--- config.mk ---
export PLATFORM = sky130hd
export DESIGN_NAME = multi_channel_master_slave_sampler
export DESIGN_NICKNAME = d
export VERILOG_FILES = /design/src/rtl/multi_channel_master_slave_sampler.sv
export SDC_FILE = /design/constraint.sdc
export NUM_CORES = 1
export LEC_CHECK = 0
export ABC_CLOCK_PERIOD_IN_PS = 2050
export CORE_MARGIN = 4
export CORE_UTILIZATION = 35
export CTS_CLUSTER_DIAMETER = 100
export DETAILED_ROUTE_END_ITERATION = 7
export PLACE_DENSITY = 0.65
export SYNTH_ARGS = -nofsm -noshare
export SYNTH_HDL_FRONTEND = slang
export SYNTH_SLANG_ARGS = --single-unit
--- constraint.sdc ---
create_clock -name clk -period 2.05 [get_ports clk]
set_clock_uncertainty 0.15 [all_clocks]
set_input_delay 0.3075 -clock clk [delete_from_list [all_inputs] [get_ports clk]]
set_output_delay 0.3075 -clock clk [all_outputs]
set_load 0.1 [all_outputs]
--- src/rtl/multi_channel_master_slave_sampler.sv ---
`default_nettype none
// +--------------------------------------------------------------------------+
// | multi_channel_master_slave_sampler                                       |
// | Round-robin sampler: waits for each channel's sync, then publishes it.   |
// | Rev 1.0 - initial release                                                |
// +--------------------------------------------------------------------------+
module multi_channel_master_slave_sampler #(
  parameter int NUM_CH    = 2,
  parameter int DATA_W    = 32,
  parameter int RESET_VAL = 1337,
  parameter int ACCUM     = 0,
  parameter int TIMEOUT   = 0,
  localparam int CH_W     = (NUM_CH > 1) ? $clog2(NUM_CH) : 1
) (
  input  logic                     clk,
  input  logic                     rst,
  input  logic [NUM_CH*DATA_W-1:0] s_in,
  input  logic [NUM_CH-1:0]        s_in_sync,
  input  logic                     err_clr,
  output logic [DATA_W-1:0]        s_out,
  output logic                     s_out_valid,
  output logic [CH_W-1:0]          s_out_ch,
  output logic                     timeout_err,
  output logic                     section
);

  localparam int                c_tmr_w     = (TIMEOUT > 1) ? $clog2(TIMEOUT) : 1;
  localparam logic [DATA_W-1:0] c_reset_val = DATA_W'(RESET_VAL);
  localparam logic [CH_W-1:0]   c_last_ch   = CH_W'(NUM_CH - 1);
  localparam logic [c_tmr_w-1:0] c_timer_max = c_tmr_w'((TIMEOUT > 0) ? TIMEOUT - 1 : 0);

  typedef enum logic [0:0] {
    SECTION_A = 1'b0,
    SECTION_B = 1'b1
  } section_t;

  section_t           r_section;
  logic [CH_W-1:0]    r_ch;
  logic [c_tmr_w-1:0] r_timer;
  logic [DATA_W-1:0]  r_val;
  logic [DATA_W-1:0]  r_out;
  logic [CH_W-1:0]    r_out_ch;
  logic               r_out_valid;
  logic               r_err;

  logic [DATA_W-1:0]  w_sample;
  logic               w_sync;
  logic [CH_W-1:0]    w_ch_next;
  logic               w_timeout_hit;

  assign w_sample      = s_in[int'(r_ch)*DATA_W +: DATA_W];
  assign w_sync        = s_in_sync[r_ch];
  assign w_ch_next     = (r_ch == c_last_ch) ? '0 : r_ch + CH_W'(1);
  assign w_timeout_hit = (TIMEOUT != 0) && (r_timer == c_timer_max);

  always_ff @(posedge clk) begin
    if (rst) begin
      r_section   <= SECTION_A;
      r_ch        <= '0;
      r_timer     <= '0;
      r_val       <= c_reset_val;
      r_out       <= c_reset_val;
      r_out_ch    <= '0;
      r_out_valid <= 1'b0;
      r_err       <= 1'b0;
    end else begin
      r_out_valid <= 1'b0;
      if (err_clr) r_err <= 1'b0;
      unique case (r_section)
        SECTION_A: begin
          // Sampling beats an expiring timer on the same cycle.
          if (w_sync) begin
            r_val     <= (ACCUM != 0) ? r_val + w_sample : w_sample;
            r_timer   <= '0;
            r_section <= SECTION_B;
          end else if (w_timeout_hit) begin
            r_ch    <= w_ch_next;
            r_timer <= '0;
            r_err   <= 1'b1;
          end else if (TIMEOUT != 0) begin
            r_timer <= r_timer + c_tmr_w'(1);
          end
        end
        SECTION_B: begin
          r_out       <= r_val;
          r_out_ch    <= r_ch;
          r_out_valid <= 1'b1;
          r_ch        <= w_ch_next;
          r_section   <= SECTION_A;
        end
        default: r_section <= SECTION_A;
      endcase
    end
  end

  assign s_out       = r_out;
  assign s_out_valid = r_out_valid;
  assign s_out_ch    = r_out_ch;
  assign timeout_err = r_err;
  assign section     = r_section;

endmodule
`default_nettype wire

==> out/results.ini, run 1 <==
[floorplanning]
fp-row-count = 32
chipWidth_um = 98.9
io_pins = 105
fp.dieH_um = 98.9
fp.coreArea_mm2 = 0.00789
start_util = 0.366
design.die.area_mm2 = 0.00978

[placement]
place_congestion = 0.720
dp_slack_ns = 0.102
hpwl_mm = 4.64
portBuffers = 102
dp.cells = 483

[global_route]
overflow = 0
grt_pass1_vias = 2363
track_usage = 0.135
grt_max_degree = 75
grt_pass1_wl_mm = 10.9
antenna_found_initial = 0

[clock_tree]
root_buffer = clkbuf_8
h-tree-depth = 3
cts_tree = done
clk_pin_slew_ns = 0.07
cts_inserted_buffers = 9
cts_hold_buf = 0
cts_buffer_depth = 2
cts_setup_buffers = 0
clk_latency_ns = 0.32
cts_sinks = 68
ctsResizeCount = 0

[worst_setup_path]
worst-path-max-fanout = 36
worst-path-stages = 1
cp-end-kind = output port
worstPathCellList = buf_12
rr_worst_depth = 3
critPathBufInv = 1
start_kind = flop
critPathKind = flop to output port
cpPeakStageDelay_ns = 0.61
cpLargestDelayFamily = flip-flops
crit_required_ns = 1.59
cp_slowest_cell = dfxtp_4
arrival_ns = 1.17

[power_and_ir_drop]
finalPower_mw = 3.22
peakVddDrop_uv = 268
p_seq_frac = 0.459
netSwitchingPower_mw = 0.968
p_per_area_mw_per_mm2 = 790
swShare = 0.301
p_leak_nw = 1.54
power_frac_comb = 0.247
internal_power_mw = 2.25
clkPwrFrac = 0.295

[logic_synthesis]
ys.flop_type = dfxtp_1
synth_seq_cells = 68
netlist_instances = 300
syn_nets = 369
synth-edff-count = 0
avgSynthCellArea_um2 = 9.63
seq_area_frac_synth = 0.471
synth_area_mm2 = 0.00289
ys_types = 22
yosys_warnings = 0
async_reset_ff_frac = 0

[timing]
period_needed_ns = 1.63
fmax_mhz = 613
finalSetupViolations = 0
hold_violations = 0
min_period_over_period = 0.796
drv_slew = 0
postLayoutSetupSlackWorst_ns = 0.418
setup_tns_ns = 0
rsz0062_at_grt = false

[routing]
dr_total_vias = 2414
vias_per_cell = 4.85
drtIter0Drc = 78
route.detailed.drc = 0
routed_wl_mm = 6.59
ant_nets = 0
wl_per_cell_um = 13.2
drtPass1Iterations = 4

[finish]
final_util = 0.516
multi_input_area_mm2 = 0.00136
fin_cells = 498
diodes = 0
layout-drive-gt1-share = 0.167
syn_to_final_growth_pct = 41.0
seqCellArea_mm2 = 0.00137
fill_cells = 729
fin_nets = 461

[status]
status = finished, final reports clean

[run]
maxCapViolCount = 0

[hold_path]
hp-class = flop to flop
hold_depth = 1

-- logic make-up after synthesis --
logic type,after synthesis,share of synthesized area
AOI/OAI and AO/OA,64,0.119
xor gates and xnor gates,1,0.00303
buffers and inverters,31,0.0593
DFF,68,0.471
muxes,60,0.215
other,1,0.00130
and+or+nand+nor,75,0.132
-- worst paths after layout --
check,start,end,slack (ns)
setup reg to reg,r_ch,r_val[3],0.43
setup / recovery,section,section,0.42
hold reg to reg,r_val[0],s_out[0],0.31
hold / removal,r_val[0],s_out[0],0.31
-- sequential cells by signal (all words and copies together) (netlist names) --
signal	cells
section	1
r_val	32
s_out	32
s_out_valid	1
s_out_ch	1
r_ch	1
-- through the flow --
stage | hold WS, ns | cell area (um2)
after floorplan | 0.290 | 2890
after global placement | 0.295 | 3910
after detailed placement | 0.304 | 3910
after CTS | 0.296 | 4070
after global routing | 0.315 | 4070
final | 0.310 | 4070
-- placed cells by master (no fill, tap or decap) --
cell type,count
clkinv_2,2
mux2i_1,53
conb_1,1
nor2_1,35
clkbuf_1,2
xnor2_1,1
or2_0,1
nor4_1,6
o21ai_1,16
nor2b_1,7
dfxtp_1,66
o21ai_0,10
a21oi_1,32
buf_2,1
buf_4,41
mux2i_4,1
mux2_1,2
or3_1,26
clkbuf_8,11
buf_12,4
a211o_1,6
mux2_2,4
dfxtp_4,1
clkdlybuf4s50_1,66
dfxtp_2,1
-- power by group through the flow --
stage / combinational [mW] / sequential, mW / clock (mW)
3_3_place_gp: 0.792 / 1.50 / 0
4_1_cts: 0.802 / 1.48 / 0.988
3_5_place_dp: 0.800 / 1.51 / 0
5_1_grt: 0.857 / 1.49 / 1.04
6_report: 0.794 / 1.48 / 0.949
2_1_floorplan: 0.368 / 1.69 / 0
-- Yosys cell counts, types with 4 or more instances --
library cell / n / area [um2]
a211o_1: 6 / 52.6
mux2_2: 4 / 45.0
o21ai_0: 10 / 50.1
a21oi_1: 32 / 160
or3_1: 26 / 163
dfxtp_1: 68 / 1360
nor4_1: 6 / 37.5
o21ai_1: 16 / 80.1
buf_2: 8 / 40.0
mux2i_1: 53 / 531
nor2b_1: 7 / 43.8
nor2_1: 35 / 131
clkbuf_1: 13 / 48.8
buf_6: 4 / 45.0
-- routing by layer --
layer,vias up,part of all wire,global-route usage
met1,1094,0.43,0.162
met5,-,0,0
met2,73,0.47,0.222
met4,0,0.011,0.0567
li1,1239,-,-
met3,8,0.082,0.0439
-- cell type report --
class                           instances  share of cell area
Clock inverter                          2             0.00246
Timing Repair Buffer                  112               0.259
Tap cell                              102              0.0313
Clock buffer                           13              0.0390
Multi-Input combinational cell        201               0.333
Sequential cell                        68               0.335
No activity file was read; power rests on OpenSTA's default activity.
==> run 2: changes to the inputs <==
--- a/config.mk
+++ b/config.mk
@@ -5,7 +5,7 @@
 export SDC_FILE = /design/constraint.sdc
 export NUM_CORES = 1
 export LEC_CHECK = 0
-export ABC_CLOCK_PERIOD_IN_PS = 2050
+export ABC_CLOCK_PERIOD_IN_PS = 1700
 export CORE_MARGIN = 4
 export CORE_UTILIZATION = 35
 export CTS_CLUSTER_DIAMETER = 100
==> constraint.sdc (replaced) <==
create_clock -name clk -period 1.7 [get_ports clk]
set_clock_uncertainty 0.15 [all_clocks]
set_input_delay 0.255 -clock clk [delete_from_list [all_inputs] [get_ports clk]]
set_output_delay 0.255 -clock clk [all_outputs]
set_load 0.1 [all_outputs]
==> out/results.ini, run 2 (synthesis results as in run 1) <==
[status]
status = finished, final reports clean

[global_route]
overflow = 0  ; unchanged
antenna_found_initial = 0  ; unchanged
track_usage = 0.138  ; +0.00227
grt_pass1_vias = 2326  ; -1.6%
grt_max_degree = 43  ; -43%
grt_pass1_wl_mm = 11.0  ; +0.75%

[routing]
wl_met3_um = 457  ; -16%
ant_nets = 0  ; unchanged
wl_met2_mm = 3.27  ; +4.7%
wl_per_cell_um = 13.4  ; +1.6%
route.detailed.drc = 0  ; unchanged
drtPass1Iterations = 4  ; unchanged
wl_met1_mm = 2.98  ; +4.7%
dr_total_vias = 2465  ; +2.1%
top_layer_used = met4
drtIter0Drc = 67  ; -14%
vias_per_cell = 4.86  ; +0.30%
routed_wl_mm = 6.81  ; +3.4%

[clock_tree]
cts_hold_buf = 0  ; unchanged
h-tree-depth = 3  ; unchanged
root_buffer = clkbuf_8
ctsResizeCount = 0  ; unchanged
clk_latency_ns = 0.33  ; about the same
cts_sinks = 68  ; unchanged
cts_buffer_depth = 2  ; unchanged
cts_tree = done
clk_pin_slew_ns = 0.07  ; about the same
cts_setup_buffers = 0  ; unchanged
cts_inserted_buffers = 9  ; unchanged

[floorplanning]
fp.coreArea_mm2 = 0.00789  ; unchanged
io_pins = 105  ; unchanged
chipWidth_um = 98.9  ; unchanged
design.die.area_mm2 = 0.00978  ; unchanged
fp-row-count = 32  ; unchanged
fp.dieH_um = 98.9  ; unchanged
start_util = 0.366  ; unchanged

[timing]
maxSlewHeadroom = 0.495
drv_slew = 0  ; unchanged
fmax_mhz = 662
hold_violations = 0  ; unchanged
rsz0062_at_grt = false
finalSetupViolations = 0  ; unchanged
min_period_over_period = 0.889
hold_ws_ns = 0.319  ; +0.00864 ns
period_needed_ns = 1.51
worst_slew_pin_slew_ns = 0.757

[worst_setup_path]
worst-path-max-fanout = 40  ; +11%
cp-end-kind = flop
rr_startpoint = r_ch
crit_required_ns = 1.80  ; +0.21 ns
worstReg2RegEnd = r_val[27]
arrival_ns = 1.61  ; +0.44 ns
start_kind = flop
r2r_setup_slack_ns = 0.19  ; -0.24 ns
critPathKind = flop to flop
rr_worst_depth = 4  ; +1

[finish]
seqCellArea_mm2 = 0.00137  ; unchanged
fill_cells = 659  ; -9.6%
fin_nets = 469  ; +1.7%
multi_input_area_mm2 = 0.00136  ; unchanged
layout-drive-gt1-share = 0.188  ; +0.0210
diodes = 0  ; unchanged
final_cell_mix = clkdlybuf4s50_1 (66), dfxtp_1 (66), mux2i_1 (53), buf_12 (40), nor2_1 (35)
syn_to_final_growth_pct = 59.8
fin_cells = 507  ; +1.8%

[placement]
dp.cells = 491  ; +1.7%
portBuffers = 102  ; unchanged
place_congestion = 0.723  ; +0.36%
hpwl_mm = 4.89  ; +5.5%

[hold_path]
worstHoldStart = r_val[0]
hp-class = flop to flop
hold_path_end = s_out[0]
hold_depth = 1  ; unchanged

[run]
maxCapViolCount = 0  ; unchanged

[power_and_ir_drop]
peakVddDrop_uv = 461  ; +72%
p_leak_nw = 1.71  ; +11%
p_per_area_mw_per_mm2 = 910  ; +15%

## run 2: changes by cell type in the layout (fill, tap and decap cells not counted)
cell	previous run	this run
clkinvlp_4	0	1
buf_12	4	40
buf_4	41	13
clkbuf_1	2	1
bufinv_16	0	1
## run 2: how the worst max path moves through the flow
stage	startpoint	to	slack, ns	cells after the start
2_1_floorplan	section	s_out[7]	-0.01	5
3_3_place_gp	s_in_sync[1]	r_val[13]	-0.05	5
3_5_place_dp	s_in_sync[0]	r_val[27]	-0.10	5
4_1_cts	r_ch	r_val[27]	0.19	4
5_1_grt	r_ch	r_val[10]	0.10	4
6_report	r_ch	r_val[27]	0.19	4
## run 2: power breakdown
part / total (mW) / leakage (nW) / switching (mW) / internal (mW)
logic: 1.09 / 1.05 / 0.561 / 0.528
clock network: 1.32 / 0.102 / 0.567 / 0.753
registers: 1.79 / 0.557 / 0.0874 / 1.71
total: 4.20 / 1.71 / 1.21 / 2.99
## run 2: routing by layer
metal / vias up / track usage
met5: - / 0
li1: 1253 / -
met4: 0 / 0.0567
met2: 63 / 0.223
met3: 8 / 0.0460
met1: 1141 / 0.167
## run 2: stage by stage
| step | TNS (ns) | total power, mW | setup WS, ns | cell area, um2 | utilization |
|---|---|---|---|---|---|
| 4_1_cts | 0 | 4.25 | 0.193 | 4620 | 0.586 |
| 6_report | 0 | 4.20 | 0.189 | 4620 | 0.586 |
| 2_1_floorplan | -0.294 | 2.48 | -0.0147 | 2900 | - |
| 5_1_grt | 0 | 4.39 | 0.104 | 4620 | 0.586 |
| 3_3_place_gp | -1.02 | 2.91 | -0.0531 | 4420 | 0.560 |
| 3_5_place_dp | -1.71 | 2.93 | -0.101 | 4420 | 0.560 |
## run 2: area by class of cell
class | instances | share of cell area
Tap cell | 102 | 0.0276
Clock inverter | 4 | 0.0103
Sequential cell | 68 | 0.296
Clock buffer | 12 | 0.0336
Timing Repair Buffer | 120 | 0.339
Multi-Input combinational cell | 201 | 0.294
## run 2: worst max-delay path: stages, from the launching register on
cell and delay [ns]:
dfxtp_2 0.36, mux2i_4 0.21, buf_12 0.18, or3_1 0.35, a21oi_1 0.17
==> variant 1 (flow settings as in run 2) <==
Change the parameter `NUM_CH` from 2 to 4.
--- a/src/rtl/multi_channel_master_slave_sampler.sv
+++ b/src/rtl/multi_channel_master_slave_sampler.sv
@@ -5,7 +5,7 @@
 // | Rev 1.0 - initial release                                                |
 // +--------------------------------------------------------------------------+
 module multi_channel_master_slave_sampler #(
-  parameter int NUM_CH    = 2,
+  parameter int NUM_CH    = 4,
   parameter int DATA_W    = 32,
   parameter int RESET_VAL = 1337,
   parameter int ACCUM     = 0,
Interface: changed (resized s_in, s_in_sync and s_out_ch); port bits go from 105 to 172. The function was not compared with the original's and may differ.
==> variant 1 against run 2 <==
- design area rose by 25%
- first-iteration DRC count fell by 28%
- count of clock-buffer cells in the layout fell by 1
- setup slack got worse by 0.17 ns
- total power rose by 12%
- wire length rose by 27%
- global-route usage rose by 1.9 points
- critical path type unchanged
- synthesized area rose by 14%
- fmax fell by 10%
- sequential cell count rose by 2
==> variant 1: results (changes against run 2) <==
| Metric | Value |
|---|---|
| Data arrival time at the worst-slack endpoint | 1.75 ns (+0.14 ns) |
| Number of diodes added for antenna fixing | 0 (unchanged) |
| Largest cells by area after synthesis | dfxtp_1 (42%), mux4_2 (22%), mux2i_1 (17%), nor2_1 (7.0%), a211o_1 (3.2%) |
| Share of the yosys chip area belonging to registers | 42.4% (-4.7 points) |
| Number of instances in the synthesized netlist | 280 (-6.7%) |
| Synthesis Warnings | 0 (unchanged) |
| Most common flop cell mapped by yosys | dfxtp_1 |
| Top Family by Delay on Critical Path | multiplexers |
| Max clock buf depth | 2 (unchanged) |
| Fill cell instance count of the final layout | 761 (+15%) |
| Clk root buf | clkbuf_8 |
| Outcome | completed |
| Number of global-route vias before repair | 2863 (+23%) |
| Count of TritonRoute iterations in the first routing pass | 6 (+2) |
| Antenna violations before repair | 0 (unchanged) |
| Largest stage delay on the critical path | 0.51 ns (+0.15 ns) |
| Unique cell type count in the Yosys netlist | 20 (-9.1%) |
| Count of nets left with antenna violations after detail routing | 0 (unchanged) |
| Top cells by count, synth | dfxtp_1 (70), nor2_1 (62), mux2i_1 (57), mux4_2 (32), a211o_1 (12) |
| Highest net fanout along the worst path | 8 (-80%) |
| Routed wire length | 8.66 mm (+27%) |
| HPWL after detailed placement | 6.79 mm (+39%) |
| Minimum setup slack among reg-to-reg paths | 0.02 ns (-0.17 ns) |
| Layout cell share with drive strength beyond 1 | 23.2% (+4.5 points) |
| Number of nets in the layout | 587 (+25%) |
| Library cell contributing the largest single delay on the critical path | mux4_2 |
| Overall Global Routing Usage | 15.7% (+1.9 points) |
| Min-Delay Path Class | input port to register |
| Mean number of vias per cell | 4.68 (-3.8%) |
| Pleak | 2.24 nW (+31%) |
| First-pass GRT wire length | 13.9 mm (+26%) |
| Post-synth net total | 416 (+13%) |
| Share of async-settable or async-resettable flops after synthesis | 0% (unchanged) |
| CTS H-tree lvls | 3 (unchanged) |
| Number of placed instances, taps included | 568 (+16%) |
| IO Port Bufs | 169 (+66%) |
| Maximum VDD drop | 0.369 mV (-20%) |
| Clock slew at reported path FFs | 0.07 ns (about the same) |
| Pin count of the biggest net entering global routing | 43 (unchanged) |
| Number of buffers created by CTS | 9 (unchanged) |
| Initial DRC count | 48 (-28%) |
| Clock insertion delay at the later pin of the skew report | 0.33 ns (about the same) |
| Routed vias | 2736 (+11%) |
| Last weighted congestion value of the routability-driven placer | 0.715 (-1.1%) |
variant 1: path summary, 6_finish.rpt:
path	to	start	cells past startpoint
worst max-delay path	r_val[0]	r_ch[0]	3
worst min-delay path	r_ch[0]	rst	2
worst max register to register	r_val[0]	r_ch[0]	3
worst min register to register	s_out[5]	r_val[5]	1
variant 1: through the flow:
step	hold WS (ns)	setup TNS (ns)	total power, mW	setup slack (ns)	area [µm²]
2_1_floorplan	0.289	-1.45	2.83	-0.0969	3330
3_3_place_gp	0.292	-5.68	3.45	-0.220	5560
3_5_place_dp	0.304	-6.12	3.47	-0.228	5560
4_1_cts	0.176	0	4.75	0.0295	5760
5_1_grt	0.196	-0.345	4.94	-0.0417	5790
6_report	0.187	0	4.70	0.0186	5790
variant 1: kinds of logic (layout without fill, tap and decap cells):
kind of cell | Yosys count | after routing | synth area share, %
simple gates | 73 | 73 | 9.04
buf+inv | 32 | 208 | 5.37
flops | 70 | 70 | 42.4
fa+ha+maj | 1 | 1 | 0.378
compound gates | 14 | 14 | 3.71
other cells | 1 | 1 | 0.113
mux | 89 | 89 | 39.0
variant 1: area by class of cell:
type,instances,area share [%]
Timing Repair Buffer,186,39.2
Multi-Input combinational cell,178,30.1
Sequential cell,70,24.4
Tap cell,129,2.79
Clock buffer,11,2.27
Clock inverter,5,0.864
Inverter,6,0.389
variant 1: metal layers:
layer	part of all wire (%)	wire length (µm)	GRT usage, %	up-vias
met5	0	0	0	-
met4	1.4	122	6.19	0
met3	6.2	536	4.16	10
met2	54	4690	28.3	86
met1	38	3310	17.4	1295
li1	-	-	-	1345
variant 1: what timing repair did:
item                       4_1_cts  5_1_grt
setup buffers                    0        0
hold buffers                     0        0
setup endpoints to repair       22       20
pin swaps                        0        0
gates cloned                     0        1
gates resized for setup          6        1
variant 1: power breakdown:
group          switching [mW]  internal (mW)
combinational           0.698          0.861
sequential              0.102           1.78
clock                   0.585          0.669
==> variant 2 (settings of run 2) <==
Made on the original files. Put one more register stage on the output `s_out`, with the module's reset. The value now appears one clock later. The other outputs are not delayed to match.
--- a/src/rtl/multi_channel_master_slave_sampler.sv
+++ b/src/rtl/multi_channel_master_slave_sampler.sv
@@ -93,7 +93,13 @@
     end
   end
 
-  assign s_out       = r_out;
+  always_ff @(posedge clk) begin
+    if (rst) begin
+      s_out <= '0;
+    end else begin
+      s_out <= r_out;
+    end
+  end
   assign s_out_valid = r_out_valid;
   assign s_out_ch    = r_out_ch;
   assign timeout_err = r_err;
Check against the original RTL: not equivalent (Yosys sat finds a counterexample within 4 cycles, from zero or initial values and one cycle with rst high).
==> variant 2 against run 2 <==
- register-to-register slack got worse by 0.02 ns
- global-route usage fell by 2.0 points
- design area is 18% higher
- total power increased by 18%
- synthesized area is 30% higher
- sequential cell count grew 32
- non-clock buffer count is 6 lower
- wire length grew 7.1%
- setup slack worse by 0.063 ns
- count of clock-buffer cells in the layout unchanged
==> variant 2: results (changes against run 2) <==
| Metric | Value |
|---|---|
| Fill cell instance count of the final layout | 933 (+42%) |
| Number of nets in the layout | 527 (+12%) |
| Endpoint of the worst-slack reg-to-reg timing path | r_val[10] |
| Met3 Resource Use GR | 3.04% (-1.6 points) |
| Clock insertion delay at the later pin of the skew report | 0.35 ns (+0.02 ns) |
| HPWL after detailed placement | 5.10 mm (+4.3%) |
| Min-Delay Path Class | input port to register |
| Routed wire length | 7.30 mm (+7.1%) |
| Highest net fanout along the worst path | 19 (-53%) |
| Detail Route met3 WL | 358 µm (-22%) |
| Outcome | completed |
| Overall Global Routing Usage | 11.7% (-2.0 points) |
| Top cells by count, synth | dfxtp_1 (100), mux2i_1 (53), nor2b_1 (39), nor2_1 (35), a21oi_1 (32) |
| Post-synth net total | 437 (+18%) |
| Layout cell share with drive strength beyond 1 | 14.9% (-3.9 points) |
| Initial DRC count | 79 (+18%) |
| Timing endpoint of the critical path | section |
| Met2 Usage GRT | 19.7% (-2.5 points) |
| Clock slew at reported path FFs | 0.10 ns (+0.03 ns) |
| Pin count of the biggest net entering global routing | 52 (+21%) |
| Worst setup path start | section |
| Number of global-route vias before repair | 2597 (+12%) |
| Share of the yosys chip area belonging to registers | 53.4% (+6.3 points) |
| Maximum VDD drop | 0.511 mV (+11%) |
| Hold depth | 2 (+1) |
| Library cell contributing the largest single delay on the critical path | dfxtp_4 |
| First-pass GRT wire length | 12.0 mm (+9.7%) |
| Total routed wire length on the met1 layer | 3.28 mm (+10%) |
| Hold EP | r_out[16] |
| Max frequency | 635 MHz (-4.0%) |
| Largest stage delay on the critical path | 0.39 ns (+0.03 ns) |
| Minimum setup slack among reg-to-reg paths | 0.17 ns (-0.02 ns) |
| Top Family by Delay on Critical Path | buffers and inverters |
| Met1 track demand over resource | 14.3% (-2.4 points) |
| Last weighted congestion value of the routability-driven placer | 0.734 (+1.6%) |
| Pleak | 2.00 nW (+17%) |
| Worst Hold Launch | rst |
[variant 2: cell type report]
type | instances | area share, %
clock inverter | 4 | 0.573
timing repair buffer | 114 | 28.3
tap | 136 | 3.12
clock buffer | 12 | 2.66
sequential | 100 | 36.8
multi-input combinational | 233 | 28.5
[variant 2: cells by family after synthesis]
logic type,share of synthesized area (%)
AND/OR/NAND/NOR,15.5
flip-flops,53.4
AO/OA/AOI/OAI,9.15
multiplexers,16.6
buffers and inverters,4.98
XOR/XNOR,0.234
other,0.100
[variant 2: power by group through the flow]
stage / combinational [mW] / clock [mW] / sequential, mW
3_5_place_dp: 1.04 / 0 / 2.60
5_1_grt: 1.10 / 1.51 / 2.57
2_1_floorplan: 0.471 / 0 / 2.76
3_3_place_gp: 1.02 / 0 / 2.60
6_report: 1.03 / 1.36 / 2.55
4_1_cts: 1.04 / 1.42 / 2.55
[variant 2: through the flow]
step	utilization (%)	cells
finish	52.6	599
global route	52.6	599
CTS	52.6	599
detailed placement	50.9	583
global placement	50.9	583
floorplan	-	368
